===== src/rtl/lif_pkg.sv =====
// lif_pkg: shared constants, state encoding and frame helpers for the LIF parameter loader
package lif_pkg;
  localparam int PARAM_W = 8;
  localparam logic [PARAM_W-1:0] SYNC_BYTE = 8'hA5;
  localparam logic [PARAM_W-1:0] CHK_SEED = 8'h5A;
  localparam int IDX_THRESH = 3;
  localparam int IDX_LEAK = 2;
  localparam int IDX_WA = 1;
  localparam int IDX_WB = 0;
  typedef enum logic [2:0] {IDLE, SYNC, PAYLOAD, CHECK, COMMIT} ld_state_e;
  function automatic logic [PARAM_W-1:0] pay_byte(input logic [4*PARAM_W-1:0] p, input int idx);
    return p[idx*PARAM_W +: PARAM_W];
  endfunction
  function automatic logic [PARAM_W-1:0] frame_chk(input logic [4*PARAM_W-1:0] p);
    return p[31:24] ^ p[23:16] ^ p[15:8] ^ p[7:0] ^ CHK_SEED;
  endfunction
endpackage


===== src/rtl/lif_frame_shifter.sv =====
// lif_frame_shifter: 8-bit serial window with bit counter and byte boundary flag
module lif_frame_shifter
  import lif_pkg::*;
(
  input  logic               clk,
  input  logic               rst,
  input  logic               ena,
  input  logic               shift,
  input  logic               clr,
  input  logic               din,
  output logic [PARAM_W-1:0] win_n,
  output logic [6:0]         cnt,
  output logic               byte_done
);
  logic [PARAM_W-1:0] win;
  assign win_n = {win[PARAM_W-2:0], din};
  assign byte_done = cnt[2:0] == 3'd7;
  always_ff @(posedge clk)
    if (rst) begin
      win <= '0;
      cnt <= '0;
    end else if (ena) begin
      if (shift) win <= win_n;
      cnt <= clr ? 7'd0 : shift ? cnt + 7'd1 : cnt;
    end
endmodule


===== src/rtl/lif_param_loader.sv =====
// lif_param_loader: deserialises and checks parameter frames, committing them atomically to shadow registers
module lif_param_loader
  import lif_pkg::*;
#(
  parameter logic [PARAM_W-1:0] THRESH_DEF = 8'd64,
  parameter logic [PARAM_W-1:0] LEAK_DEF = 8'd2,
  parameter logic [PARAM_W-1:0] WA_DEF = 8'd1,
  parameter logic [PARAM_W-1:0] WB_DEF = 8'd1,
  parameter int SYNC_TIMEOUT = 64
) (
  input  logic               clk,
  input  logic               rst,
  input  logic               ena,
  input  logic               load_mode,
  input  logic               serial_data,
  output logic [PARAM_W-1:0] threshold,
  output logic [PARAM_W-1:0] leak_rate,
  output logic [PARAM_W-1:0] weight_a,
  output logic [PARAM_W-1:0] weight_b,
  output logic               params_ready,
  output logic               param_update,
  output logic               frame_error,
  output logic               busy
);
  ld_state_e state, state_n;
  logic [4*PARAM_W-1:0] payload;
  logic [PARAM_W-1:0] win_n;
  logic [6:0] cnt, nxt;
  logic byte_done, shift, clr, err, commit, slot, drop;
  assign slot = ena & load_mode;
  assign drop = ena & ~load_mode;
  assign nxt = cnt + 7'd1;
  assign clr = (state_n != state) && (state_n != SYNC);
  assign busy = state != IDLE;
  lif_frame_shifter u_shift (
    .clk(clk),
    .rst(rst),
    .ena(ena),
    .shift(shift),
    .clr(clr),
    .din(serial_data),
    .win_n(win_n),
    .cnt(cnt),
    .byte_done(byte_done)
  );
  always_comb begin
    state_n = state;
    shift = 1'b0;
    err = 1'b0;
    commit = 1'b0;
    case (state)
      IDLE: if (slot) begin
        shift = 1'b1;
        state_n = SYNC;
      end
      SYNC: if (drop) state_n = IDLE;
      else if (slot) begin
        shift = 1'b1;
        if (nxt >= 7'd8 && win_n == SYNC_BYTE) state_n = PAYLOAD;
        else if (nxt == 7'(SYNC_TIMEOUT)) begin
          err = 1'b1;
          state_n = IDLE;
        end
      end
      PAYLOAD: if (drop) begin
        err = 1'b1;
        state_n = IDLE;
      end else if (slot) begin
        shift = 1'b1;
        if (nxt == 7'd32) state_n = CHECK;
      end
      CHECK: if (drop) begin
        err = 1'b1;
        state_n = IDLE;
      end else if (slot) begin
        shift = 1'b1;
        if (byte_done) begin
          err = win_n != frame_chk(payload);
          state_n = err ? IDLE : COMMIT;
        end
      end
      COMMIT: if (ena) begin
        commit = 1'b1;
        state_n = IDLE;
      end
      default: state_n = IDLE;
    endcase
  end
  always_ff @(posedge clk)
    if (rst) begin
      state <= IDLE;
      payload <= '0;
      threshold <= THRESH_DEF;
      leak_rate <= LEAK_DEF;
      weight_a <= WA_DEF;
      weight_b <= WB_DEF;
      params_ready <= 1'b0;
      param_update <= 1'b0;
      frame_error <= 1'b0;
    end else if (ena) begin
      state <= state_n;
      frame_error <= err;
      param_update <= commit;
      if (state == PAYLOAD && shift) payload <= {payload[4*PARAM_W-2:0], serial_data};
      if (commit) begin
        threshold <= pay_byte(payload, IDX_THRESH);
        leak_rate <= pay_byte(payload, IDX_LEAK);
        weight_a <= pay_byte(payload, IDX_WA);
        weight_b <= pay_byte(payload, IDX_WB);
        params_ready <= 1'b1;
      end
    end
endmodule

===== config.mk =====
export PLATFORM = sky130hd
export DESIGN_NAME = lif_param_loader
export DESIGN_NICKNAME = d
export VERILOG_FILES = /design/src/rtl/lif_pkg.sv /design/src/rtl/lif_frame_shifter.sv /design/src/rtl/lif_param_loader.sv
export SDC_FILE = /design/constraint.sdc
export NUM_CORES = 1
export LEC_CHECK = 0
export ABC_CLOCK_PERIOD_IN_PS = 2700
export CORE_ASPECT_RATIO = 0.8
export CORE_MARGIN = 4
export CORE_UTILIZATION = 58
export CTS_BUF_LIST = sky130_fd_sc_hd__clkbuf_4 sky130_fd_sc_hd__clkbuf_8
export DETAILED_ROUTE_END_ITERATION = 8
export GPL_TIMING_DRIVEN = 0
export PLACE_DENSITY = 0.93
export SLEW_MARGIN = 10
export SYNTH_ARGS = -nofsm -noshare
export SYNTH_HDL_FRONTEND = slang
export SYNTH_SLANG_ARGS = --single-unit
export TNS_END_PERCENT = 50

===== constraint.sdc =====
create_clock -name clk -period 2.7 [get_ports clk]
set_input_delay 0.675 -clock clk [delete_from_list [all_inputs] [get_ports clk]]
set_output_delay 0.675 -clock clk [all_outputs]
set_load 0.05 [all_outputs]

=== After elaboration in Yosys (flattened, before gate mapping) ===
Cells that the tools add are included.

* $add $sub $neg: 1
* Magnitude comparators: 1
* Eq/ne operators: 11
* Muxes and demuxes: 30
* Bitwise logic cells: 7
* Reduce and logical (&&, ||, !) cells: 11

{| class="wikitable"
|+ Operator list
! cell !! number
|-
| $mux W3 || 13
|-
| $xor A8 B8 Y8 || 3
|-
| $pmux W3 S5 || 1
|-
| $mux W7 || 2
|-
| $mux W1 || 12
|-
| $eq A8 B8 Y1 const B || 1
|-
| $ne A8 B8 Y1 || 1
|-
| $reduce_and A2 Y1 || 4
|-
| $add A7 B1 Y7 const B || 1
|-
| $eq A7 B6 Y1 const B || 1
|-
| $eq A7 B7 Y1 const B || 1
|-
| $ge A7 B4 Y1 const B || 1
|-
| $eq A3 B2 Y1 const B || 2
|-
| $eq A3 B3 Y1 const B || 2
|-
| $not A4 Y4 || 1
|-
| $eq A3 B1 Y1 const B || 1
|-
| $logic_and A1 B1 Y1 || 3
|-
| $logic_not A3 Y1 || 1
|-
| $ne A3 B1 Y1 const B || 1
|-
| $ne A3 B3 Y1 || 1
|-
| $pmux W1 S3 || 1
|-
| $reduce_bool A3 Y1 || 1
|-
| $reduce_or A3 Y1 || 1
|-
| $and A1 B1 Y1 || 2
|-
| other kinds (3) || 3
|}

* Register bits after elaboration: 84
* Bits of input ports: 5
* Output and inout bits: 36
* Logic and storage cells: 72

=== Logic depth before layout (Yosys ltp) ===
* Word-level depth: 14
* Gate-level depth with buffers: 10

=== By module ===
Synthesis repeated with hierarchy kept, for this count alone.

* Cells, all modules: 449
* Area, all modules: 3,570.9 µm²

{| class="wikitable"
|+ By module, submodules not included
! module !! times used !! cells each !! area an instance (µm²) !! seq. area each (µm²)
|-
| lif_param_loader || 1 || 381 || 2,966.6 || 1,401.3
|-
| lif_frame_shifter || 1 || 68 || 604.3 || 280.3
|}

=== Worst setup path before layout ===
OpenSTA, ideal clock, no wires.

* Path kind: input-to-reg
* Start: in ena
* End: reg u_shift.cnt[0]
* Setup time: 0.121 ns
* Arrival time: 2.398 ns
* Required time: 2.579 ns
* Setup slack: 0.181 ns
* Cell stages on the path: 9
* Path buffers: 1
* Cell sequence: clkbuf_1 > and3b_1 > nand2_1 > nor4_1 > a31oi_1 > o41ai_2 > mux2_4 > o2bb2ai_1 > mux2_2

* Word-level cells in the longest chain between the ends: 8

{| class="wikitable"
|+ Ends and longest elaborated chain
! item !! line !! RTL
|-
| from (decl) || lif_param_loader.sv:13 || <nowiki>input logic ena,</nowiki>
|-
| $and A1 B1 Y1 || lif_param_loader.sv:30 || <nowiki>assign slot = ena & load_mode;</nowiki>
|-
| $mux W3 (on tied branches) || lif_param_loader.sv:75, lif_param_loader.sv:57, lif_param_loader.sv:68 ||
|-
| $mux W3 (on tied branches) || lif_param_loader.sv:72, lif_param_loader.sv:56, lif_param_loader.sv:65 ||
|-
| $pmux W3 S5 || lif_param_loader.sv:51 || <nowiki>case (state)</nowiki>
|-
| $ne A3 B3 Y1 / $ne A3 B1 Y1 (equally long branches) || lif_param_loader.sv:33 || <nowiki>assign clr = (state_n != state) && (state_n != SYNC);</nowiki>
|-
| $logic_and A1 B1 Y1 || lif_param_loader.sv:33 ||
|-
| $reduce_bool A2 Y1 (no source line) || -- ||
|-
| $reduce_and A2 Y1 (no source line) || -- ||
|-
| to (signal assigned) || lif_frame_shifter.sv:24 || <nowiki>cnt <= clr ? 7'd0 : shift ? cnt + 7'd1 : cnt;</nowiki>
|-
| to (decl) || lif_frame_shifter.sv:12 || <nowiki>output logic [6:0] cnt,</nowiki>
|}

Several ways; a longest one is shown, not always the timed one.
A chain may end at the register's enable or synchronous reset.

=== Final worst setup path ===
* Start: in serial_data
* End: reg u_shift.cnt[0]

* Word-level cells in the longest chain between the ends: 10

{| class="wikitable"
|+ Ends and longest elaborated chain
! item !! line !! RTL
|-
| from (decl) || lif_param_loader.sv:15 || <nowiki>input logic serial_data,</nowiki>
|-
| $ne A8 B8 Y1 / $eq A8 B8 Y1 (equally long branches) || lif_param_loader.sv:78, lif_param_loader.sv:59 ||
|-
| $mux W3 / $logic_and A1 B1 Y1 (equally long branches) || lif_param_loader.sv:79, lif_param_loader.sv:59 ||
|-
| $mux W3 (on tied branches) || lif_param_loader.sv:77, lif_param_loader.sv:59 ||
|-
| $mux W3 (on tied branches) || lif_param_loader.sv:75, lif_param_loader.sv:57 ||
|-
| $mux W3 (on tied branches) || lif_param_loader.sv:72, lif_param_loader.sv:56 ||
|-
| $pmux W3 S5 (*) || lif_param_loader.sv:51 ||
|-
| $ne A3 B3 Y1 / $ne A3 B1 Y1 (equally long branches) || lif_param_loader.sv:33 ||
|-
| $logic_and A1 B1 Y1 (*) || lif_param_loader.sv:33 ||
|-
| $reduce_bool A2 Y1 (no source line) || -- ||
|-
| $reduce_and A2 Y1 (no source line) || -- ||
|}

Mark *: on every way between the ends. The rest lies on a longest branch, timed or not.

==> results.md <==
- Fin Clk Skew: 12.0 ps
- Wire length of the first global-routing pass: 15.4 mm
- Count of TritonRoute iterations in the first routing pass: 5
- Detailed router's first-iteration violation count: 487
- CP startpoint kind: primary input
- Minimum clock period after layout: 2770 ps
- Register bit total from synthesis: 84
- Power per standard cell area: 560 nW/µm²
- Core area: 5970 µm²
- Vias in the first global route: 3223
- Pin count of the biggest net entering global routing: 15
- Violations in the final reports: negative setup slack
- Synth area leaders: dfxtp_1 (47%), nand2_1 (16%), a21oi_1 (10%)
- Die Height: 78.5 µm
- Max FO, Critical Path: 5
- Number of primary I/O pins: 41
- Number of synthesized flops with an enable pin: 0
- Worst-Margin Slew: 599 ps
- Overall track demand over capacity in global routing: 26.3%
- Required time at the worst-slack endpoint: 2950 ps
- Yosys warning total: 0
- CTS tree: yes
- DIE AREA: 7550 µm²
- DRC violation count after routing: 0
- Final layout net count: 514
- Final wirelength: 10.2 mm
- Worst R2R Setup Slack: -30 ps
- Launch point of the critical path: serial_data
- Initial antenna violation count: 0
- Hold Fails Final Rpt: 0
- Effective utilization at floorplan: 60.3%
- Overall overflow remaining after global route: 0
- Total clock buffers created by CTS: 9
- Number of nets still failing antenna checks after routing: 0
- Gate power share: 4.3%
- Startpoint-to-endpoint class of the critical path: primary input to flop
- Count of mapped cells out of synthesis: 455
- H-tree levels: 3
- Number of setup violations in the final report: 5
- Post-synthesis sequential area ratio: 46.7%
- Leading cell type by number of instances after synthesis: nand2_1
- Source-to-sink clock delay at the later pin of the worst-skew pair: 360 ps
- Synth top area share: 46.7%
- Total of max-cap violations: 0
- HP Class: flop to flop
- Internal power summed over all cells: 0.00200 W
- Most common library cells after synthesis: nand2_1 (153), dfxtp_1 (84), a21oi_1 (75)
- Maximum ir drop on the vdd rail: 0.327 mV
- Clock share of power: 46.3%
- Run status: complete, but fails checks
- Number of nets in the synthesized netlist: 462
- Detailed placement HPWL: 6.23 mm
- Cell area after synthesis: 3600 µm²
- Antenna Diode Count: 0
- Clock sink total: 84
- Proportion of total power due to net switching: 20.9%
- Drt wl/cell: 17.2 µm
- Die Wd: 96.1 µm
- Kind of end point of the critical path: flop
- Worst-path cell chain: clkdlybuf4s50_1 > nand2_1 > nor4_2 > a21boi_4 > o41ai_4 > mux2_4 > nor3b_4 > mux2_2
- Worst setup slack after placement: -656 ps
- Sequential power share: 49.4%
- Critical R2R Capture: u_shift.cnt[0]$_SDFFE_PP0P_
- Area growth from synthesis to layout: 25.3%
- Vias after detailed routing: 3480
- Post-synthesis area per instance: 7.92 µm²
- PortBufs: 39
- Setup Total Neg Slack: -193 ps
- Fraction of synthesis flops using an asynchronous set or reset pin: 0%
- Leak Pwr: 1.51 nW
- Max Fclk: 0.361 GHz
- Fin crit share: 102%
- Worst stage delay on the critical path: 620 ps
- Routed vias/inst: 5.87
- Worst Path Arrival: 3010 ps
- Slowest cell on the critical path: clkdlybuf4s50_1
- Post-synthesis cell type with the largest combined area: dfxtp_1
- Reg clk slew, reported paths: 80 ps
- Site row count: 25
- Fraction of layout instances using a drive strength above 1: 8.98%
- Switching component of the power: 0.000528 W
- Global placer's final weighted congestion: 0.896
- Critical Path End: u_shift.cnt[0]$_SDFFE_PP0P_
- Max_slew headroom: 60.1%
- Yosys cell types: 41
- Leading register cell type out of synthesis: dfxtp_1
- Final worst-path setup slack: -67.3 ps
- Startpoint of the worst register-to-register path: u_shift.cnt[4]$_SDFFE_PP0P_
- Fin. max-slew vios: 0
- Number of cells traversed by the worst register-to-register path: 9
- Root buffer selected by CTS: clkbuf_8
- Worst-case clock buffer depth: 2
-- worst max-delay path, delay by kind of cell --
family / cells / cell delay, ps
compound gates: 2 / 480
buf+inv: 1 / 620
mux: 2 / 640
simple gates: 3 / 590
-- cell type report --
class / count / area, µm²
fill: 382 / 1460
timing repair buffer: 41 / 410
buffer: 31 / 136
tap: 81 / 101
clock inverter: 6 / 136
clock buffer: 10 / 131
multi-input combinational: 337 / 1900
inverter: 3 / 11.3
sequential: 84 / 1680
-- worst min-delay path by stage --
| stage | start | to | slack (ps) | cells past startpoint |
|---|---|---|---|---|
| floorplan | payload[31]$_SDFFE_PP0P_ | threshold[7]$_SDFFE_PP0P_ | 460 | 2 |
| global placement | threshold[2]$_SDFFE_PP0P_ | threshold[2]$_SDFFE_PP0P_ | 440 | 2 |
| detailed placement | threshold[1]$_SDFFE_PP0P_ | threshold[1]$_SDFFE_PP0P_ | 450 | 2 |
| CTS | threshold[1]$_SDFFE_PP0P_ | threshold[1]$_SDFFE_PP0P_ | 460 | 2 |
| global route | weight_a[5]$_SDFFE_PP0P_ | weight_a[5]$_SDFFE_PP0P_ | 480 | 2 |
| finish | threshold[1]$_SDFFE_PP0P_ | threshold[1]$_SDFFE_PP0P_ | 460 | 2 |
-- placed cells by master, fill, tap and decap left out, drive strengths merged, types with 3 or more instances in the layout --
cell and n:
buf 5, inv 3, xor2 5, nor3 3
a21oi 75, and2 3, a22o 4, bufinv 4
nand2 153, xnor2 30, dfxtp 84, o21ai 5
nand3 3, nor2 15, clkdlybuf4s50 37, clkbuf 38
nand3b 4, nand4 4
-- layer usage --
metal	vias to the layer above	global-route usage (%)	wire (µm)
met3	47	7.95	1070
met2	217	42.8	4830
met4	0	10.5	301
met5	-	0	0
li1	1598	-	-
met1	1618	32.2	4000
-- repair_timing --
item	4_1_cts	5_1_grt
gates resized for setup	8	20
setup endpoints to repair	6	6
hold buffers	0	0
gates cloned	0	0
buffers inserted	1	1
pin swaps	2	5
-- cells by family (layout without fill, tap and decap cells) --
kind of cell	count (synthesis)	count (layout)	share of synthesized area [%]
simple gates	203	203	24.8
compound gates	95	95	14.8
flops	84	84	46.7
xor+xnor	35	35	8.51
buf+inv	34	91	3.82
fa+ha+maj	2	2	0.694
mux	2	2	0.729
-- per-stage QoR --
stage,std cells,cell area (µm²),total power (W),util (%),hold WS [ps]
after floorplan,455,3600,0.00134,-,457
after global placement,575,4100,0.00136,68.5,442
after detailed placement,575,4100,0.00136,68.5,449
after CTS,592,4400,0.00251,73.7,461
after global routing,593,4520,0.00260,75.6,477
final,593,4520,0.00253,75.6,459
-- flip-flops by register name, summed over array words and instances (netlist names) --
| name | cells |
|---|---|
| frame_error | 1 |
| threshold | 8 |
| u_shift.cnt | 7 |
| leak_rate | 8 |
| weight_b | 8 |
| u_shift.win | 7 |
| state | 3 |
| param_update | 1 |
| weight_a | 8 |
| payload | 32 |
| params_ready | 1 |
-- power groups by stage --
stage                     Clock [W]  Sequential [W]  Combinational, W
after floorplan                   0         0.00127         0.0000620
after global routing        0.00123         0.00125          0.000116
after CTS                   0.00117         0.00125         0.0000940
final                       0.00117         0.00125          0.000109
after global placement            0         0.00128         0.0000859
after detailed placement          0         0.00128         0.0000881
(Power assumes the default switching activity.)
